File: src/rtl/sdram_arbit.sv
// ---------------------------------------------------------------------------
// sdram_arbit
//
// Arbiter and command-bus multiplexer for the single-chip SDRAM controller.
// It hands the SDRAM pins to one of the init, auto-refresh, write or read
// sub-modules at a time. The handshake has three parts:
//   - the client raises its request;
//   - the arbiter answers with a one-cycle enable;
//   - the client owns the bus until it pulses its end flag.
// Refresh beats write/read. Write and read alternate on a tie.
// A grant that never ends is forced back to idle after TIMEOUT busy cycles,
// and the sticky arb_err flag is set when that happens.
//
// Parameters:
//   TIMEOUT  max busy cycles for a grant without its end flag
//   CMD_NOP  {cs_n,ras_n,cas_n,we_n} idle command
//
// Ports:
//   clk, rst_n                     clock, asynchronous active-low reset
//   init_cmd/addr, flag_init_end   init block command bus and done flag
//   ref_req/en, flag_ref_end       refresh handshake
//   ref_cmd/addr                   refresh command bus
//   wr_req/en, flag_wr_end         write handshake
//   wr_cmd/addr/bank/data          write command bus and write data
//   rd_req/en, flag_rd_end         read handshake
//   rd_cmd/addr/bank               read command bus
//   sdram_*                        SDRAM pins (cke, command, bank, addr, dq)
//   arb_err                        sticky timeout flag
// ---------------------------------------------------------------------------
module sdram_arbit #(
  parameter int          TIMEOUT = 1023,
  parameter logic [3:0]  CMD_NOP = 4'b0111
) (
  input  logic        clk,
  input  logic        rst_n,
  input  logic [3:0]  init_cmd,
  input  logic [11:0] init_addr,
  input  logic        flag_init_end,
  input  logic        ref_req,
  output logic        ref_en,
  input  logic        flag_ref_end,
  input  logic [3:0]  ref_cmd,
  input  logic [11:0] ref_addr,
  input  logic        wr_req,
  output logic        wr_en,
  input  logic        flag_wr_end,
  input  logic [3:0]  wr_cmd,
  input  logic [11:0] wr_addr,
  input  logic [1:0]  wr_bank,
  input  logic [15:0] wr_data,
  input  logic        rd_req,
  output logic        rd_en,
  input  logic        flag_rd_end,
  input  logic [3:0]  rd_cmd,
  input  logic [11:0] rd_addr,
  input  logic [1:0]  rd_bank,
  output logic        sdram_cke,
  output logic        sdram_cs_n,
  output logic        sdram_ras_n,
  output logic        sdram_cas_n,
  output logic        sdram_we_n,
  output logic [1:0]  sdram_bank,
  output logic [11:0] sdram_addr,
  output logic [15:0] sdram_dq_out,
  output logic        sdram_dq_oe,
  output logic        arb_err
);

  typedef enum logic [4:0] {
    ARB_INIT  = 5'b00001,
    ARB_IDLE  = 5'b00010,
    ARB_AREF  = 5'b00100,
    ARB_WRITE = 5'b01000,
    ARB_READ  = 5'b10000
  } arb_state_t;

  typedef enum logic {
    GRANT_WRITE = 1'b0,
    GRANT_READ  = 1'b1
  } grant_t;

  localparam int CW = (TIMEOUT < 2) ? 1 : $clog2(TIMEOUT + 1);
  // The counter starts at 0 in the first busy cycle.
  // A value of TIMEOUT-1 therefore marks the TIMEOUT-th busy cycle.
  localparam logic [CW-1:0] BUSY_LAST = CW'(TIMEOUT - 1);

  arb_state_t    state, state_next;
  grant_t        last_grant, last_grant_next;
  logic [CW-1:0] busy_cnt;
  logic          timeout_hit;
  logic          err_set;
  logic          busy_now, busy_stay;
  logic [3:0]    sel_cmd;

  assign timeout_hit = (busy_cnt == BUSY_LAST);
  assign busy_now    = (state == ARB_AREF) || (state == ARB_WRITE) || (state == ARB_READ);
  assign busy_stay   = busy_now && (state_next == state);

  always_ff @(posedge clk or negedge rst_n) begin
    if (!rst_n) begin
      state      <= ARB_INIT;
      last_grant <= GRANT_READ;
      busy_cnt   <= '0;
      arb_err    <= 1'b0;
    end else begin
      state      <= state_next;
      last_grant <= last_grant_next;
      // The counter clears whenever a grant ends.
      // So every new grant starts counting from zero.
      busy_cnt   <= busy_stay ? busy_cnt + 1'b1 : '0;
      if (err_set)
        arb_err <= 1'b1;
    end
  end

  // Grant decision and state transitions.
  // Enables are only raised in the single IDLE cycle that picks a winner.
  // This guarantees a NOP cycle between any two grants.
  always_comb begin
    state_next      = state;
    last_grant_next = last_grant;
    ref_en          = 1'b0;
    wr_en           = 1'b0;
    rd_en           = 1'b0;
    err_set         = 1'b0;
    case (state)
      ARB_INIT: begin
        if (flag_init_end)
          state_next = ARB_IDLE;
      end
      ARB_IDLE: begin
        if (ref_req) begin
          ref_en     = 1'b1;
          state_next = ARB_AREF;
        end else if (wr_req && (!rd_req || last_grant == GRANT_READ)) begin
          wr_en           = 1'b1;
          state_next      = ARB_WRITE;
          last_grant_next = GRANT_WRITE;
        end else if (rd_req) begin
          rd_en           = 1'b1;
          state_next      = ARB_READ;
          last_grant_next = GRANT_READ;
        end
      end
      // In the busy states, an end flag takes precedence over a timeout.
      // If both arrive together, the grant finishes normally.
      ARB_AREF: begin
        if (flag_ref_end) begin
          state_next = ARB_IDLE;
        end else if (timeout_hit) begin
          state_next = ARB_IDLE;
          err_set    = 1'b1;
        end
      end
      ARB_WRITE: begin
        if (flag_wr_end) begin
          state_next = ARB_IDLE;
        end else if (timeout_hit) begin
          state_next = ARB_IDLE;
          err_set    = 1'b1;
        end
      end
      ARB_READ: begin
        if (flag_rd_end) begin
          state_next = ARB_IDLE;
        end else if (timeout_hit) begin
          state_next = ARB_IDLE;
          err_set    = 1'b1;
        end
      end
      default: state_next = ARB_INIT;
    endcase
  end

  // Pin multiplexer.
  // While reset is held, the pins are forced idle without waiting for a clock.
  always_comb begin
    sel_cmd      = CMD_NOP;
    sdram_addr   = '0;
    sdram_bank   = '0;
    sdram_dq_out = '0;
    sdram_dq_oe  = 1'b0;
    if (rst_n) begin
      case (state)
        ARB_INIT: begin
          sel_cmd    = init_cmd;
          sdram_addr = init_addr;
        end
        ARB_AREF: begin
          sel_cmd    = ref_cmd;
          sdram_addr = ref_addr;
        end
        ARB_WRITE: begin
          sel_cmd      = wr_cmd;
          sdram_addr   = wr_addr;
          sdram_bank   = wr_bank;
          sdram_dq_out = wr_data;
          sdram_dq_oe  = 1'b1;
        end
        ARB_READ: begin
          sel_cmd    = rd_cmd;
          sdram_addr = rd_addr;
          sdram_bank = rd_bank;
        end
        default: ;
      endcase
    end
  end

  assign {sdram_cs_n, sdram_ras_n, sdram_cas_n, sdram_we_n} = sel_cmd;
  assign sdram_cke = 1'b1;

endmodule

File: config.mk
export PLATFORM = sky130hd
export DESIGN_NAME = sdram_arbit
export DESIGN_NICKNAME = d
export VERILOG_FILES = /design/src/rtl/sdram_arbit.sv
export SDC_FILE = /design/constraint.sdc
export NUM_CORES = 1
export LEC_CHECK = 0
export BUFFER_PORTS_ARGS = -buffer_cell sky130_fd_sc_hd__buf_2
export CAP_MARGIN = 5
export CORE_UTILIZATION = 25
export DETAILED_ROUTE_END_ITERATION = 6
export PLACE_DENSITY = 0.57
export SLEW_MARGIN = 30
export SYNTH_ARGS = -nofsm -noshare
export SYNTH_HDL_FRONTEND = slang
export SYNTH_SLANG_ARGS = --single-unit
File: constraint.sdc
create_clock -name clk -period 2.8 [get_ports clk]
set_input_delay 0.42 -clock clk [delete_from_list [all_inputs] [get_ports clk]]
set_output_delay 0.42 -clock clk [all_outputs]
set_load 0.05 [all_outputs]
==> flow_summary.yaml, run 1 <==
timing:
  slew_headroom_pct: 41.0
  fin_crit_ns: 2.66
  fin_worst_skew_ns: 0.00759
  fin_tns_setup_ns: 0
  finalHoldViolations: 0
  rsz0062_at_grt: "no"
  worst_pin_slew_ns: 0.883
  drv_slew: 0
  setup_viol: 0
  max_freq_mhz: 376
  period_share_pct: 94.9
grt:
  globalRouteTotalUtil_pct: 15.4
  overflow: 0
  grt_max_degree: 38
  grt_pass1_vias: 1765
  grt_pass1_wl_um: 7990
  antenna_found_initial: 0
setup_path:
  end_kind: "output port"
  cp.required_ns: 2.38
  crit_chain: "or3_1 -> nor3b_4 -> buf_4 -> a22oi_1 -> a21oi_2 -> buf_2"
  max_stage_delay_ns: 0.44
  crit_buf_inv: 2
  crit_type: "reg -> out"
  cp_slowest_cell: "or3_1"
  start_kind: "flip-flop"
  r2r_setup_slack_ns: 0.66
  r2r_cells: 4
  arrival_ns: 2.24
  timing.rr.end: "state[2]"
  regToRegStartpoint: "state[0]"
  path_max_fanout: 11
  cpLargestDelayFamily: "simple AND/OR/NAND/NOR gates"
finish:
  area_growth_pct: 57.4
  final_nets: 416
  drive_gt1_share_pct: 53.8
  num_antenna_cells: 0
  fillerInstances: 616
  layout.core_utilization_pct: 41.5
yosys:
  ys.flop_type: "dfrtp_1"
  syn-mean-instance-area_sq_um: 8.57
  synthMuxAreaShare_pct: 0
  synthSimpleGateAreaFrac_pct: 29.6
  ys_types: 41
  synth-async-reset-ratio_pct: 100
  synthAdderAreaFrac_pct: 1.59
  synth_nets: 279
  synthCells: 184
  synth_edf_count: 0
  synth_area_sq_um: 1580
  yosysWarnings: 0
  synth_compound_area_share_pct: 30.6
  ys_seq_area_share_pct: 27.1
  synth_top_family_by_area: "compound AO/OA/AOI/OAI gates"
  ys_ff_latch: 17
  synthXorXnorAreaFrac_pct: 5.00
floorplanning:
  ioPinCount: 133
  coreArea_sq_um: 5990
  die-width_um: 81.4
  row_count: 28
  die_area_sq_um: 6630
  dieHeight_um: 81.4
  start_util_pct: 26.3
drt:
  route.met2.wl_um: 2920
  drc: 0
  vias_per_cell: 5.07
  dr_total_vias: 2003
  drtIter0Drc: 73
  met3WireLength_um: 300
  topRoutingLayerUsed: "met4"
  final_antenna_net_count: 0
  wl_met1_um: 2330
  wl_per_cell_um: 14.2
  drt_first_pass_iters: 4
  finalWirelength_um: 5630
power:
  power_frac_seq_pct: 23.4
  p_leak_nw: 1.25
  p_per_area_nw_per_um2: 533
  power.net_switching_w: 0.000650
  peakVddDrop_mv: 0.290
  p_comb_share_pct: 62.6
  p_int_w: 0.000674
  p_clk_share_pct: 14.0
  sw_frac_of_total_pct: 49.1
placed_design:
  routabilityCongestion: 0.829
  hpwl_um: 4430
  numPortBuffers: 131
cts:
  clk_pin_slew_ns: 0.07
  cts_root_buffer: "clkbuf_8"
  cts_buffers: 3
  cts_tree: "built"
  clk_latency_ns: 0.26
  htreeDepth: 1
  cts_sinks: 17
  cts_max_path_buffers: 2
job:
  max_cap_viol_count: 0
run_status:
  status: "completed"
worst_hold_path:
  hp-class: "in -> async"
## synth_stat cells (2+ instances only)
cell type  number  area, sq um
o21ai_0         4         20.0
buf_2           8         40.0
nor4_1          2         12.5
a22oi_1        35          263
a21oi_1         5         25.0
nand2_1         6         22.5
nor2_1         14         52.6
or3b_2          2         17.5
a31oi_1         3         18.8
ha_1            2         25.0
nand4_1         4         25.0
nor2b_1         2         12.5
buf_4           3         22.5
inv_1           3         11.3
nand3b_1        3         22.5
dfstp_2         2         52.6
xnor2_1         4         35.0
dfrtp_1        15          375
a21oi_2        10         87.6
nor3_1          2         10.0
and2_1          2         12.5
o31ai_1         3         22.5
and3_1         17          106
nand3_1         2         10.0
clkbuf_1        5         18.8
nor4b_4         3         71.3
xor2_1          5         43.8
nand2b_1        5         31.3
## layout by cell type (no fill, tap or decap), types with 3 or more instances in the layout
cell type	instances
nand2b_1	5
clkbuf_4	4
nand3b_1	3
a22oi_1	35
dfrtp_1	15
a21oi_1	5
inv_1	3
clkbuf_8	3
a31oi_1	3
and3_1	17
o31ai_1	3
nor4b_4	3
xor2_1	5
nor2_1	14
xnor2_1	4
nand2_1	6
nand4_1	4
a21oi_2	10
o21ai_0	4
buf_2	127
buf_4	15
## how the worst max path moves through the flow
stage	from	end	cells past startpoint
6_report	state[0]	sdram_addr[10]	6
5_1_grt	state[4]	sdram_we_n	7
4_1_cts	state[0]	sdram_addr[2]	6
3_5_place_dp	state[0]	sdram_addr[2]	6
3_3_place_gp	state[0]	sdram_addr[2]	6
2_1_floorplan	state[4]	sdram_addr[11]	6
## logic make-up after synthesis
family          Yosys count
xor+xnor                  9
compound gates           65
flops                    17
other cells               1
simple gates             71
fa+ha+maj                 2
buf+inv                  19
## final cells by class
cell class | count | area (sq um) | area share (%)
flip-flops and latches | 17 | 428 | 17.2
well taps | 75 | 93.8 | 3.78
clock inverters | 1 | 5.00 | 0.202
repair buffers | 148 | 823 | 33.1
inverters | 3 | 11.3 | 0.453
clock buffers | 3 | 41.3 | 1.66
multi-input cells | 148 | 1080 | 43.5
## state kept, by name, indices dropped and copies added (netlist names)
name and cells:
arb_err 1, state 5, last_grant 1, busy_cnt 10
## metal layers
metal  global-route usage [%]  up-vias
met5                        0        -
met1                     20.4      944
met3                     2.56        8
met2                     25.3       77
met4                     4.64        0
li1                         -      974
## what timing repair did
item / CTS / global route
hold buffers: 0 / 0
resized for setup: 0 / 5
buffers inserted: 0 / 1
setup endpoints to repair: 0 / 18
## power groups by stage
stage	registers [W]	logic [W]	clock network, W
after global routing	0.000313	0.000893	0.000203
after CTS	0.000309	0.000818	0.000192
after detailed placement	0.000314	0.000815	0
after global placement	0.000314	0.000814	0
after floorplan	0.000301	0.000583	0
final	0.000310	0.000829	0.000185
## worst reg2reg max path, cell delays in order, from the launching register on
cell and delay [ns]:
dfstp_2 0.42, or3_1 0.44, nor4b_1 0.52, o21bai_1 0.41, a31oi_1 0.27
## stage by stage
stage / power (W) / setup WS [ns] / cell area [sq um] / hold slack [ns] / std cells
finish: 0.00132 / 0.142 / 2480 / 0.0483 / 395
global route: 0.00141 / 0.0181 / 2480 / 0.0600 / 395
CTS: 0.00132 / 0.0327 / 2430 / 0.0526 / 393
detailed placement: 0.00113 / 0.328 / 2390 / 0.337 / 389
global placement: 0.00113 / 0.362 / 2390 / 0.334 / 389
floorplan: 0.000885 / 0.0299 / 1580 / 0.124 / 184
Power figures use the tool's default switching activity.
==> run 2, diff against run 1 <==
clock period = 3.1 ns   (was 2.8 ns; I/O delays follow)
==> flow_summary.yaml, run 2 (synthesis gave the netlist of run 1 again) <==
setup_path:
  end_kind: "output port"
  r2r_setup_slack_ns: 0.89
  regToRegStartpoint: "state[2]"
  path_max_fanout: 36
  endpoint: "sdram_addr[9]"
  crit_chain: "or2_1 -> nor4b_4 -> buf_4 -> a22oi_1 -> a21oi_2 -> buf_2"
  cp.required_ns: 2.63
  crit_path_start: "state[4]"
  cp_slowest_cell: "dfrtp_1"
  arrival_ns: 2.45
  r2r_cells: 4
  max_stage_delay_ns: 0.46
  timing.rr.end: "state[2]"
  start_kind: "flip-flop"
  crit_type: "reg -> out"
power:
  p_int_w: 0.000584
  p_leak_nw: 1.20
  power.net_switching_w: 0.000578
  sw_frac_of_total_pct: 49.7
  peakVddDrop_mv: 0.274
  p_per_area_nw_per_um2: 488
  p_comb_share_pct: 60.3
  power_frac_seq_pct: 25.4
  p_clk_share_pct: 14.3
drt:
  finalWirelength_um: 5530
  drc: 0
  final_antenna_net_count: 0
  dr_total_vias: 1932
  drt_first_pass_iters: 4
  vias_per_cell: 4.99
  drtIter0Drc: 107
  wl_per_cell_um: 14.3
grt:
  grt_max_degree: 37
  grt_pass1_vias: 1672
  antenna_found_initial: 0
  grt_pass1_wl_um: 7860
  globalRouteTotalUtil_pct: 15.3
  overflow: 0
cts:
  ctsHoldBuffers: 0
  cts_root_buffer: "clkbuf_8"
  clk_pin_slew_ns: 0.07
  cts_max_path_buffers: 2
  cts_tree: "built"
  cts_sinks: 17
  clk_latency_ns: 0.26
  htreeDepth: 1
  post_cts_buffers: 0
  cts_resized: 0
  cts_buffers: 3
floorplanning:
  coreArea_sq_um: 5990
  die_area_sq_um: 6630
  row_count: 28
  die-width_um: 81.4
  start_util_pct: 26.3
  dieHeight_um: 81.4
  ioPinCount: 133
finish:
  area_growth_pct: 50.9
  largest_register_ffs: 10
  largest_register: "busy_cnt"
  final_nets: 408
  reg_top3: "busy_cnt: 10 flops, state: 5 flops"
  num_antenna_cells: 0
  postLayoutCellArea_sq_um: 2380
  final_common_cell: "buf_2"
  final_cell_mix: "131 x buf_2, 35 x a22oi_1, 17 x and3_1, 15 x dfrtp_1, 14 x nor2_1"
  drive_gt1_share_pct: 52.6
placed_design:
  hpwl_um: 4400
  numPortBuffers: 131
  placed_area_sq_um: 2330
  routabilityCongestion: 0.775
timing:
  fin_worst_skew_ns: 0.00603
  fin_tns_setup_ns: 0
  max_freq_mhz: 343
  worst_pin_slew_ns: 0.957
  period_share_pct: 94.1
  setup_viol: 0
  slew_headroom_pct: 36.1
  finalHoldViolations: 0
  rsz0062_at_grt: "no"
  drv_slew: 0
  fin_crit_ns: 2.92
job:
  max_cap_viol_count: 0
worst_hold_path:
  hp-class: "in -> async"
run_status:
  status: "completed"
## run 2: changes by cell type in the layout (fill, tap and decap cells not counted), sizes merged
cell,delta
clkbuf,-5
buf,-3
## run 2: worst max-delay path: cells and delay by family (launching register included)
family / cells / cell delay (ns)
buffers and inverters: 2 / 0.67
DFF: 1 / 0.46
and+or+nand+nor: 2 / 0.74
AOI/OAI and AO/OA: 2 / 0.32
## run 2: power by group through the flow
stage	registers, W	clock network (W)	logic, W
finish	0.000295	0.000166	0.000701
global route	0.000300	0.000181	0.000745
CTS	0.000295	0.000172	0.000701
detailed placement	0.000298	0	0.000700
global placement	0.000296	0	0.000684
floorplan	0.000272	0	0.000527
## run 2: cell type report
type,count,area [sq um]
Fill cell,601,3610
Multi-Input combinational cell,148,1070
Timing Repair Buffer,140,727
Sequential cell,17,428
Tap cell,75,93.8
Clock buffer,3,41.3
Inverter,3,11.3
Clock inverter,1,5.00
## run 2: how the worst min path moves through the flow
stage,depth (start not counted),start,slack [ns],to
after floorplan,0,rst_n,0.17,arb_err
after global placement,1,rst_n,0.42,busy_cnt[6]
after detailed placement,1,rst_n,0.42,busy_cnt[6]
after CTS,1,rst_n,0.15,busy_cnt[6]
after global routing,1,rst_n,0.17,busy_cnt[6]
final,1,rst_n,0.15,busy_cnt[6]
## run 2: metrics by stage
stage | total power (W) | worst slack [ns] | std cells | hold slack (ns) | util [%]
after floorplan | 0.000799 | 0.285 | 184 | 0.169 | -
after global placement | 0.000980 | 0.299 | 382 | 0.423 | 38.8
after detailed placement | 0.000998 | 0.475 | 383 | 0.423 | 39.0
after CTS | 0.00117 | 0.180 | 387 | 0.152 | 39.7
after global routing | 0.00123 | 0.0344 | 387 | 0.168 | 39.7
final | 0.00116 | 0.184 | 387 | 0.149 | 39.7
## run 2: routing by layer
metal	GRT usage, %	share of wire, %	vias to the layer above
met5	0	0	-
met2	26.3	52	70
met1	19.7	42	906
li1	-	-	952
met4	3.93	0.80	0
met3	2.56	5.3	4
